==> src/rtl/riscv_pkg.sv <==
// Shared RISC-V front-end definitions: widths, bubble encoding, major opcodes and
// the fetch-stage state type.
package riscv_pkg;

    localparam int unsigned XLEN = 64;
    localparam int unsigned ILEN = 32;

    localparam logic [ILEN-1:0] NOP_INSTR = 32'h0000_0013;

    localparam logic [6:0] OP_R      = 7'b0110011;
    localparam logic [6:0] OP_LOAD   = 7'b0000011;
    localparam logic [6:0] OP_STORE  = 7'b0100011;
    localparam logic [6:0] OP_BRANCH = 7'b1100011;
    localparam logic [6:0] OP_IMM    = 7'b0010011;

    typedef enum logic [2:0] {
        StIdle,
        StIssue,
        StWait,
        StHold,
        StDrop
    } if_state_t;

    // Instruction fetch addresses are always word aligned.
    function automatic logic [XLEN-1:0] align4(input logic [XLEN-1:0] addr);
        return {addr[XLEN-1:2], 2'b00};
    endfunction

endpackage

==> src/rtl/ifid_reg.sv <==
// IF/ID pipeline register. Priority: flush > load > hold > drain; flush and drain
// insert a bubble but leave the PC untouched.
module ifid_reg
    import riscv_pkg::*;
#(
    parameter logic [ILEN-1:0] NOP_WORD = 32'h0000_0013
) (
    input  logic            clk,
    input  logic            rst_n,
    input  logic            flush,
    input  logic            load,
    input  logic            hold,
    input  logic [XLEN-1:0] load_pc,
    input  logic [ILEN-1:0] load_instr,
    output logic            valid,
    output logic [XLEN-1:0] pc,
    output logic [ILEN-1:0] instr
);

    always_ff @(posedge clk or negedge rst_n) begin
        if (!rst_n) begin
            valid <= 1'b0;
            pc    <= '0;
            instr <= NOP_WORD;
        end else if (flush) begin
            valid <= 1'b0;
            instr <= NOP_WORD;
        end else if (load) begin
            valid <= 1'b1;
            pc    <= load_pc;
            instr <= load_instr;
        end else if (!hold) begin
            valid <= 1'b0;
            instr <= NOP_WORD;
        end
    end

endmodule

==> src/rtl/if_stage.sv <==
// Instruction fetch stage: one outstanding memory request, branch redirect with
// late-response dropping, and a one-entry skid buffer for decode back-pressure.
module if_stage
    import riscv_pkg::*;
#(
    parameter logic [XLEN-1:0] RESET_PC  = 64'h0,
    parameter logic [ILEN-1:0] NOP_INSTR = 32'h0000_0013
) (
    input  logic            clk,
    input  logic            rst_n,
    input  logic            stall,
    input  logic            branch_taken,
    input  logic [XLEN-1:0] branch_target,
    output logic            imem_req,
    output logic [XLEN-1:0] imem_addr,
    input  logic            imem_rvalid,
    input  logic [ILEN-1:0] imem_rdata,
    output logic            ifid_valid,
    output logic [XLEN-1:0] ifid_pc,
    output logic [ILEN-1:0] ifid_instr,
    output logic [6:0]      ifid_opcode
);

    localparam logic [XLEN-1:0] RESET_PC_AL = align4(RESET_PC);

    if_state_t       state;
    logic [XLEN-1:0] pc;
    logic [ILEN-1:0] buf_instr;
    logic            buf_valid;

    logic            can_load;
    logic            ifid_load;
    logic [ILEN-1:0] load_instr;
    logic [XLEN-1:0] target;

    assign target   = align4(branch_target);
    assign can_load = !stall || !ifid_valid;

    always_ff @(posedge clk or negedge rst_n) begin
        if (!rst_n) begin
            state     <= StIdle;
            pc        <= RESET_PC_AL;
            buf_instr <= NOP_INSTR;
            buf_valid <= 1'b0;
        end else begin
            unique case (state)
                StIdle: state <= StIssue;
                StIssue: begin
                    if (branch_taken) begin
                        pc    <= target;
                        state <= StDrop;
                    end else begin
                        state <= StWait;
                    end
                end
                StWait: begin
                    if (branch_taken) begin
                        // A response arriving with the redirect is stale; drop it here,
                        // otherwise wait for it in StDrop.
                        pc    <= target;
                        state <= imem_rvalid ? StIssue : StDrop;
                    end else if (imem_rvalid) begin
                        if (can_load) begin
                            pc    <= pc + 64'd4;
                            state <= StIssue;
                        end else begin
                            buf_instr <= imem_rdata;
                            buf_valid <= 1'b1;
                            state     <= StHold;
                        end
                    end
                end
                StHold: begin
                    if (branch_taken) begin
                        buf_valid <= 1'b0;
                        pc        <= target;
                        state     <= StIssue;
                    end else if (!stall) begin
                        buf_valid <= 1'b0;
                        pc        <= pc + 64'd4;
                        state     <= StIssue;
                    end
                end
                StDrop: begin
                    if (branch_taken) begin
                        pc <= target;
                    end
                    if (imem_rvalid) begin
                        state <= StIssue;
                    end
                end
                default: state <= StIdle;
            endcase
        end
    end

    // pc is not advanced until the fetched word actually enters IF/ID.
    assign ifid_load = !branch_taken &&
                       ((state == StWait && imem_rvalid && can_load) ||
                        (state == StHold && buf_valid && !stall));
    assign load_instr = (state == StHold) ? buf_instr : imem_rdata;

    assign imem_req  = (state == StIssue);
    assign imem_addr = pc;

    ifid_reg #(
        .NOP_WORD (NOP_INSTR)
    ) u_ifid_reg (
        .clk        (clk),
        .rst_n      (rst_n),
        .flush      (branch_taken),
        .load       (ifid_load),
        .hold       (stall),
        .load_pc    (pc),
        .load_instr (load_instr),
        .valid      (ifid_valid),
        .pc         (ifid_pc),
        .instr      (ifid_instr)
    );

    assign ifid_opcode = ifid_instr[6:0];

endmodule

==> config.mk <==
export PLATFORM = sky130hd
export DESIGN_NAME = if_stage
export DESIGN_NICKNAME = d
export VERILOG_FILES = /design/src/rtl/riscv_pkg.sv /design/src/rtl/ifid_reg.sv /design/src/rtl/if_stage.sv
export SDC_FILE = /design/constraint.sdc
export NUM_CORES = 1
export LEC_CHECK = 0
export CORE_MARGIN = 1.5
export CORE_UTILIZATION = 44
export CTS_BUF_LIST = sky130_fd_sc_hd__clkbuf_4 sky130_fd_sc_hd__clkbuf_8 sky130_fd_sc_hd__clkbuf_16
export DETAILED_ROUTE_END_ITERATION = 10
export GPL_TIMING_DRIVEN = 0
export PLACE_DENSITY = 0.73
export SYNTH_ARGS = -nofsm -noshare
export SYNTH_HDL_FRONTEND = slang
export SYNTH_HIERARCHICAL = 1
export SYNTH_SLANG_ARGS = --single-unit
export TNS_END_PERCENT = 5
==> constraint.sdc <==
create_clock -name clk -period 2.46 [get_ports clk]
set_clock_uncertainty 0.1 [all_clocks]
set_input_delay 0.738 -clock clk [delete_from_list [all_inputs] [get_ports clk]]
set_output_delay 0.738 -clock clk [all_outputs]
set_load 0.005 [all_outputs]
## Word-level counts from Yosys, hierarchy flattened

Cells that the tools add are included.

| word-level totals | value |
|---|---|
| memory bits (writable) | 0 |
| input bits | 101 |
| register bits | 197 |
| bits in latches | 0 |
| ROM bits | 0 |
| logic and storage cells | 70 |
| memories | 0 |

| operators by class | value |
|---|---|
| mux-type cells | 28 |
| equality and inequality tests | 13 |
| $add $sub $neg | 1 |
| reduce and logical (&&, ||, !) cells | 19 |
| order comparisons | 0 |
| shift-type cells | 0 |
| bitwise gates (word level) | 2 |
| div/mod/pow operators | 0 |
| multipliers | 0 |

Operators with widths:

| cell | number |
|---|---|
| 64-bit two-way mux | 6 |
| 64-bit one-hot mux with 3 select lines | 1 |
| 32-bit two-way mux | 4 |
| 64-bit by 3-bit adder with 64-bit output, second input constant | 1 |
| 3-bit two-way mux | 7 |
| 3-bit one-hot mux with 5 select lines | 1 |
| 5-bit AND reduction | 2 |
| 3-bit != test, second input constant | 3 |
| 2-bit != test, second input constant | 4 |
| 1-bit two-way mux | 7 |
| 3-bit by 2-bit == test with 1-bit output, second input constant | 2 |
| 1-bit logical AND | 5 |
| 4-bit AND reduction | 1 |
| 3-bit by 1-bit == test with 1-bit output, second input constant | 1 |
| 3-bit == test, second input constant | 1 |
| 1-bit zero test | 3 |
| 3-bit zero test | 1 |
| 3-bit by 1-bit != test with 1-bit output, second input constant | 1 |
| 3-bit AND reduction | 1 |
| 3-bit nonzero test | 1 |
| 1-bit logical OR | 2 |
| 2-bit two-way mux | 1 |
| 2-bit by 1-bit != test with 1-bit output, second input constant | 1 |
| 1-bit inverter | 2 |
| other kinds (4) | 4 |

## Logic depth before layout (Yosys ltp)

Gate-level depths: netlist of the first run.

| depth | value |
|---|---|
| word-level depth | 7 |
| depth in mapped cells | 9 |

## By module

The synthesis of the first run kept the hierarchy.

Modules (own cells, without submodules):

| module | seq. area each (sq um) | cells an instance | instances | area an instance (sq um) |
|---|---|---|---|---|
| if_stage | 2456.1 | 693 | 1 | 6139.6 |
| ifid_reg | 2431.1 | 272 | 1 | 3849.9 |

## Worst setup path before layout of the first run

Ideal clock, no wire load.

| timing | value |
|---|---|
| path kind | in2reg |
| start | input branch_taken |
| end | register pc[47], in the netlist imem_addr[47] |
| path slack | -38 ps |
| buffers on the path | 4 |
| setup time | 69 ps |
| cell stages on the path | 9 |
| required time | 2291 ps |
| arrival time | 2329 ps |
| cell sequence | clkbuf_1 o21a_1 a21oi_1 o21ai_0 clkbuf_1 clkbuf_1 clkbuf_1 nand3_1 nand3_1 |

| on the way | value |
|---|---|
| longest elaborated chain between the ends | 2 |

Ends and longest elaborated chain:

| what | line | RTL |
|---|---|---|
| start: declaration | if_stage.sv:12 | `input logic branch_taken,` |
| 3-bit != test (no line) (tied with other cells) | - |  |
| 5-bit AND reduction (no line) or 64-bit one-hot mux with 3 select lines (tied branches) | - |  |
| end signal: assignment | if_stage.sv:50 | `pc <= target;` |
| end signal: assignment | if_stage.sv:60 | `pc <= target;` |
| end signal: assignment | if_stage.sv:64 | `pc <= pc + 64'd4;` |
| end: declaration | if_stage.sv:27 | `logic [XLEN-1:0] pc;` |

Several ways; a longest one is shown, not always the timed one.
A chain may end at the register's enable or synchronous reset.

## Final worst setup path of the first run

| timing | value |
|---|---|
| start | register state[0] |
| end | register pc[34], in the netlist imem_addr[34] |

| on the way | value |
|---|---|
| longest elaborated chain between the ends | 4 |

Ends and longest elaborated chain:

| what | line | RTL |
|---|---|---|
| start: declaration | if_stage.sv:26 | `if_state_t state;` |
| start signal: assignment | if_stage.sv:41 | `state <= StIdle;` |
| start signal: assignment | if_stage.sv:47 | `StIdle: state <= StIssue;` |
| start signal: assignment | if_stage.sv:51 | `state <= StDrop;` |
| 3-bit by 1-bit == test with 1-bit output or 3-bit == test (tied branches) | if_stage.sv:46 | `unique case (state)` |
| 2-bit OR reduction (no line) | - |  |
| 2-bit by 1-bit != test with 1-bit output (no line) or 3-bit nonzero test (tied branches) | - |  |
| 5-bit AND reduction (no line) | - |  |

Several ways; a longest one is shown, not always the timed one.

==> results of run 1 <==
[cells by family after synthesis]
logic type / after synthesis / share of synthesized area [%]
flip-flops: 195 / 48.9
AND/OR/NAND/NOR: 334 / 17.0
buffers and inverters: 85 / 4.21
other: 1 / 0.0375
multiplexers: 133 / 15.9
XOR/XNOR: 1 / 0.0877
AO/OA/AOI/OAI: 215 / 13.7
adder cells (fa/ha/maj): 1 / 0.125
[worst paths after layout]
| check | cells past startpoint | start | end |
|---|---|---|---|
| worst min register to register | 1 | buf_instr[22] | buf_instr[22] |
| max in group asynchronous | 2 | rst_n | buf_instr[1] |
| min in group clk | 1 | buf_instr[22] | buf_instr[22] |
| worst min-delay path | 1 | rst_n | u_ifid_reg/pc[16] |
| worst max-delay path | 8 | state[0] | imem_addr[34] |
| worst max register to register | 8 | state[0] | imem_addr[34] |
[timing repair]
action	in CTS	in global routing
pin swaps	9	17
gates resized for setup	72	85
setup buffers	5	35
setup endpoints to repair	184	179
[cell usage in the layout (no fill, tap or decap), types with 5 or more instances in the layout]
master           instances
a211oi_1                 6
a21oi_1                 65
a2bb2oi_1               10
a31oi_1                  6
and3_1                   6
and4_1                   9
buf_2                   18
buf_4                   52
clkbuf_1                 6
clkbuf_16               17
clkbuf_2                16
clkbuf_4                11
clkdlybuf4s50_1        258
clkinv_8                 5
dfrtp_1                159
dfrtp_2                 30
dfstp_2                  6
inv_1                   11
mux2_2                 101
mux2_4                  27
mux2i_1                  5
nand2_1                121
nand2b_1                 6
nand3_1                 31
nand4_1                 22
nor2_1                  47
nor3_1                  24
nor4_1                   6
nor4_4                   5
o211ai_1                 6
o21ai_0                 33
o22ai_1                 44
or3_1                   12
or4_1                    5
[sequential cells by signal (all words and copies together) (netlist names)]
signal	count
u_ifid_reg/instr	32
imem_addr	62
state	3
u_ifid_reg/pc	64
u_ifid_reg/valid	1
buf_instr	32
buf_valid	1
[final cells by class]
| cell class | instances | area share, % |
|---|---|---|
| tap | 280 | 2.45 |
| buffer | 72 | 3.48 |
| clock inverter | 15 | 1.36 |
| multi-input combinational | 688 | 34.2 |
| clock buffer | 17 | 2.97 |
| timing repair buffer | 306 | 20.8 |
| inverter | 11 | 0.289 |
| sequential | 195 | 34.4 |
[critical path, cell delays in order, from the launching register on]
cell and delay, ps:
dfrtp_1 420, buf_4 180, xnor2_1 130, o21bai_1 360
clkbuf_2 340, clkbuf_4 320, nand2_1 170, o221ai_1 260
a41oi_1 70
[Yosys cell counts, drive strengths merged (11+ instances only)]
library cell,number
dfrtp,189
mux2,128
nand2,123
a21oi,66
nor2,50
o22ai,44
clkbuf,41
nand3,36
o21ai,34
buf,33
nor3,29
nand4,23
nor4,14
or3,13
inv,11
[through the flow]
stage | hold WS (ps) | setup slack [ps] | setup TNS (ps)
floorplan | 342 | -8.72 | -155
global placement | 384 | -7820 | -1677400
detailed placement | 392 | -1530 | -177080
CTS | 248 | -155 | -524
global route | 268 | -117 | -509
finish | 212 | -31.2 | -39.1
[power groups by stage]
| stage | clock network, mW | logic [mW] | registers (mW) |
|---|---|---|---|
| after floorplan | 0 | 3.25 | 5.27 |
| after global placement | 0 | 6.59 | 5.52 |
| after detailed placement | 0 | 6.69 | 5.55 |
| after CTS | 2.95 | 6.90 | 5.52 |
| after global routing | 3.09 | 7.86 | 5.78 |
| final | 2.94 | 7.40 | 5.63 |
[layer usage]
metal	wire length (um)	vias up	GRT usage, %	share of wire, %
li1	-	4222	-	-
met1	14200	4663	38.3	41
met2	16200	526	45.0	47
met3	3010	94	6.29	8.7
met4	1110	2	10.6	3.2
met5	13	-	0	0.038
==> flow_metrics.env, run 1 <==
export IMPL_cts_root_buf="clkbuf_16"
export IMPL_area_delta_synth_final_pct=43.2
export IMPL_cp_start_kind="register"
export IMPL_globalRouteOverflowTotal=0
export IMPL_drc=0
export IMPL_antenna_found_initial=1
export IMPL_wl_per_cell_um=21.8
export IMPL_worstPathArrival_ps=2700
export IMPL_cts_buffer_depth=2
export IMPL_criticalPathCategory="register to register"
export IMPL_instances_no_fill=1584
export IMPL_synth_distinct_cells=70
export IMPL_htreeDepth=4
export IMPL_clock_sinks=195
export IMPL_avgSynthCellArea_sq_um=10.4
export IMPL_rsz0062_at_grt="true"
export IMPL_synthTopCellsByArea="dfrtp_1, mux2_2, nand2_1"
export IMPL_syn_cell_area_sq_um=9990
export IMPL_final_area_sq_um=14300
export IMPL_std_cell_rows=54
export IMPL_post_dp_cell_area_sq_um=13000
export IMPL_worst_slew_pin_slew_ps=742
export IMPL_path_max_fanout=10
export IMPL_start_util_pct=45.4
export IMPL_die_area_sq_um=23600
export IMPL_crit_path_end_kind="register"
export IMPL_grt_pass1_vias=9096
export IMPL_violations="setup timing"
export IMPL_track_usage_pct=28.4
export IMPL_grt_max_degree=104
export IMPL_slew_violations=0
export IMPL_ioPinCount=270
export IMPL_async_flop_share_pct=100
export IMPL_hold_viol=0
export IMPL_die_x_um=154
export IMPL_core_sq_um=22000
export IMPL_cellLeakagePower_nw=5.92
export IMPL_synth_edf_count=0
export IMPL_status="finished with violations"
export IMPL_setup_slack_ps=-31.2
export IMPL_dp_cells=1514
export IMPL_intPower_mw=9.49
export IMPL_drtAntennaViolNets=0
export IMPL_seqPwrFrac_pct=35.2
export IMPL_antenna_cells=0
export IMPL_period_share_pct=101
export IMPL_multi_input_area_sq_um=4890
export IMPL_final_core_util_pct=64.9
export IMPL_setup_violations_final=2
export IMPL_fin_crit_ps=2490
export IMPL_fillers=1777
export IMPL_gp_congestion=0.964
export IMPL_firstDrtPassIters=5
export IMPL_routed_via_density=6.00
export IMPL_hpwl_um=23800
export IMPL_wl_um=34500
export IMPL_relSlewSlack_pct=50.5
export IMPL_clkTransAtPathRegs_ps=90
export IMPL_num_vias=9507
export IMPL_p_sw_share_pct=40.6
export IMPL_drive_gt1_share_pct=26.6
export IMPL_grt_pass1_wl_um=52200
export IMPL_ys_seq_area_share_pct=48.9
export IMPL_io_buffers=265
export IMPL_hp_class="primary input to asynchronous set/reset pin"
export IMPL_ir_worst_vdd_v=0.000672
export IMPL_cts_tree="yes"
export IMPL_total_power_mw=16.0
export IMPL_yosysTopAreaCell="dfrtp_1"
export IMPL_p_comb_share_pct=46.3
export IMPL_postCtsHoldBufs=0
export IMPL_synth_ff_type="dfrtp_1"
export IMPL_cap_violations=0
export IMPL_clock_power_share_pct=18.4
export IMPL_insertion_delay_ps=450
export IMPL_die_y_um=154
export IMPL_drt_iter0_markers=963
export IMPL_synth_top_cell_area_share_pct=47.3
export IMPL_ff_latch_area_sq_um=4920
export IMPL_max_freq_mhz=401
export IMPL_synth_warning_count=6
export IMPL_p_per_area_nw_per_um2=1120
export IMPL_p_sw_mw=6.48
export IMPL_syn_instance_count=965
export IMPL_ys_seq_elements=195
export IMPL_cp_data_required_time_ps=2670
export IMPL_reg2reg_slack_ps=-30
export IMPL_layout_nets=1393
export IMPL_cts_buffers=17
Power figures use the tool's default switching activity.
==> run 2, diff against run 1 <==
--- a/config.mk
+++ b/config.mk
@@ -11,6 +11,7 @@
 export DETAILED_ROUTE_END_ITERATION = 10
 export GPL_TIMING_DRIVEN = 0
 export PLACE_DENSITY = 0.73
+export SETUP_SLACK_MARGIN = 0.4
 export SYNTH_ARGS = -nofsm -noshare
 export SYNTH_HDL_FRONTEND = slang
 export SYNTH_HIERARCHICAL = 1
==> run 2 against run 1 <==
Global-route usage grew 0.66 points. Clock-buffer cell count unchanged. Fmax is 3.8% higher. Clock power is essentially flat. Largest cell class is now multi-input gates. The flow now finishes without violations. Setup slack better by 92 ps. Core utilization up 2.7 points. Critical endpoint is now imem_addr[51]. Sequential cell count unchanged. First-iteration DRC count grew 31%. Largest power group unchanged.
==> flow_metrics.env, run 2 (synthesis results as in run 1) <==
export IMPL_cts_root_buf="clkbuf_16"
export IMPL_cts_buffer_depth=2
export IMPL_criticalPathCategory="register to register"
export IMPL_final_area_sq_um=14900
export IMPL_place_ws_ps=-1450
export IMPL_reg2reg_from="imem_addr[37]"
export IMPL_die_y_um=154
export IMPL_gp_congestion=0.945
export IMPL_ioPinCount=270
export IMPL_slowest_delay_ps=470
export IMPL_setup_slack_ps=60.4
export IMPL_path_max_fanout=7
export IMPL_period_share_pct=97.5
export IMPL_postCtsHoldBufs=0
export IMPL_routed_via_density=6.10
export IMPL_antenna_cells=0
export IMPL_final_core_util_pct=67.6
export IMPL_hpwl_um=24000
export IMPL_cts_buffers=17
export IMPL_wl_per_cell_um=22.4
export IMPL_reg2reg_slack_ps=60
export IMPL_drc=0
export IMPL_ir_worst_vdd_v=0.000678
export IMPL_die_x_um=154
export IMPL_insertion_delay_ps=440
export IMPL_largest_register="u_ifid_reg/pc"
export IMPL_p_per_area_nw_per_um2=1110
export IMPL_worstPathArrival_ps=2620
export IMPL_cap_violations=0
export IMPL_num_vias=9829
export IMPL_layout_commonest_cell="clkdlybuf4s50_1"
export IMPL_clkTransAtPathRegs_ps=80
export IMPL_cp_common_cell="nand4_1"
export IMPL_layout_nets=1421
export IMPL_hp_class="primary input to asynchronous set/reset pin"
export IMPL_relSlewSlack_pct=46.4
export IMPL_drt_iter0_markers=1264
export IMPL_cp_start_kind="register"
export IMPL_post_dp_cell_area_sq_um=13000
export IMPL_timing_critical_path_buf_inv=1
export IMPL_drive_gt1_share_pct=29.9
export IMPL_worst_slew_pin_slew_ps=804
export IMPL_max_freq_mhz=417
export IMPL_layout_common_cells="clkdlybuf4s50_1, dfrtp_1, nand2_1, mux2_2, a21oi_1"
export IMPL_antenna_found_initial=0
export IMPL_area_delta_synth_final_pct=49.1
export IMPL_grt_pass1_vias=9346
export IMPL_grt_max_degree=102
export IMPL_firstDrtPassIters=7
export IMPL_drtAntennaViolNets=0
export IMPL_wl_um=36100
export IMPL_io_buffers=265
export IMPL_rsz0062_at_grt="true"
export IMPL_setup_violations_final=0
export IMPL_cts_tree="yes"
export IMPL_cellLeakagePower_nw=6.18
export IMPL_grt_pass1_wl_um=53000
export IMPL_worst_path_max_delay_cell="dfrtp_1"
export IMPL_status="completed"
export IMPL_hold_viol=0
export IMPL_start_util_pct=45.4
export IMPL_track_usage_pct=29.1
export IMPL_critPathLaunch="imem_addr[37]"
export IMPL_cp_top_family="simple AND/OR/NAND/NOR gates"
export IMPL_die_area_sq_um=23600
export IMPL_htreeDepth=4
export IMPL_largest_reg_flops=64
export IMPL_globalRouteOverflowTotal=0
export IMPL_std_cell_rows=54
export IMPL_core_sq_um=22000
export IMPL_slew_violations=0
export IMPL_fillers=1645
export IMPL_crit_path_end_kind="register"
export IMPL_cp_data_required_time_ps=2680
export IMPL_path_cells="and4_1 > nand4_1 > nor4_4 > nand4_1 > buf_4 > o41a_1"
export IMPL_clock_sinks=195
export IMPL_fin_crit_ps=2400
[run 2: cell count changes in the layout (fill, tap and decap cells not counted), sizes merged]
cell and change:
buf +13, clkdlybuf4s50 -2, clkbuf +16, inv -1, clkinv +1, dlymetal6s2s +1
[run 2: worst paths after layout]
| kind | endpoint | depth (start not counted) |
|---|---|---|
| setup / recovery | imem_addr[51] | 6 |
| hold reg to reg | u_ifid_reg/pc[22] | 1 |
| max in group asynchronous | imem_addr[10] | 2 |
| setup reg to reg | imem_addr[51] | 6 |
| min in group clk | u_ifid_reg/pc[22] | 1 |
| hold / removal | u_ifid_reg/pc[59] | 1 |
[run 2: metal layers]
metal	track usage (%)	vias up	share of wire, %
met1	38.6	4774	40
met4	11.8	0	4.1
met2	45.3	640	46
met5	0	-	0
li1	-	4279	-
met3	7.55	136	10
[run 2: power by group]
group          switching [mW]  internal (mW)
registers                1.40           4.27
logic                    3.76           4.14
clock network            1.53           1.41
[run 2: worst reg2reg max path: stages, from the launching register on]
cell     delay [ps]
dfrtp_1         470
and4_1          290
nand4_1         230
nor4_4          420
nand4_1         170
buf_4           200
o41a_1          400
[run 2: what timing repair did]
| action | in CTS | in global routing |
|---|---|---|
| buffers inserted | 29 | 31 |
| pin swaps | 18 | 11 |
| endpoints found under the setup margin | 359 | 356 |
| resized for setup | 157 | 73 |
| gates cloned | 0 | 6 |
[run 2: final cells by class]
class                   count  area, sq um  share of cell area (%)
multi-input cells         688         4980                    33.4
well taps                 280          350                    2.35
flip-flops and latches    195         4940                    33.1
clock buffers              17          425                    2.86
clock inverters            15          201                    1.35
plain buffers              74          658                    4.42
inverters                  11         41.3                   0.277
repair buffers            332         3300                    22.2
[run 2: through the flow]
| step | std cells | power, mW | hold slack, ps | setup TNS (ps) |
|---|---|---|---|---|
| floorplan | 968 | 8.52 | 342 | 0 |
| global placement | 1513 | 12.1 | 384 | -1672260 |
| detailed placement | 1514 | 12.3 | 391 | -176520 |
| CTS | 1575 | 15.9 | 264 | 0 |
| global route | 1612 | 17.2 | 274 | 0 |
| finish | 1612 | 16.5 | 194 | 0 |
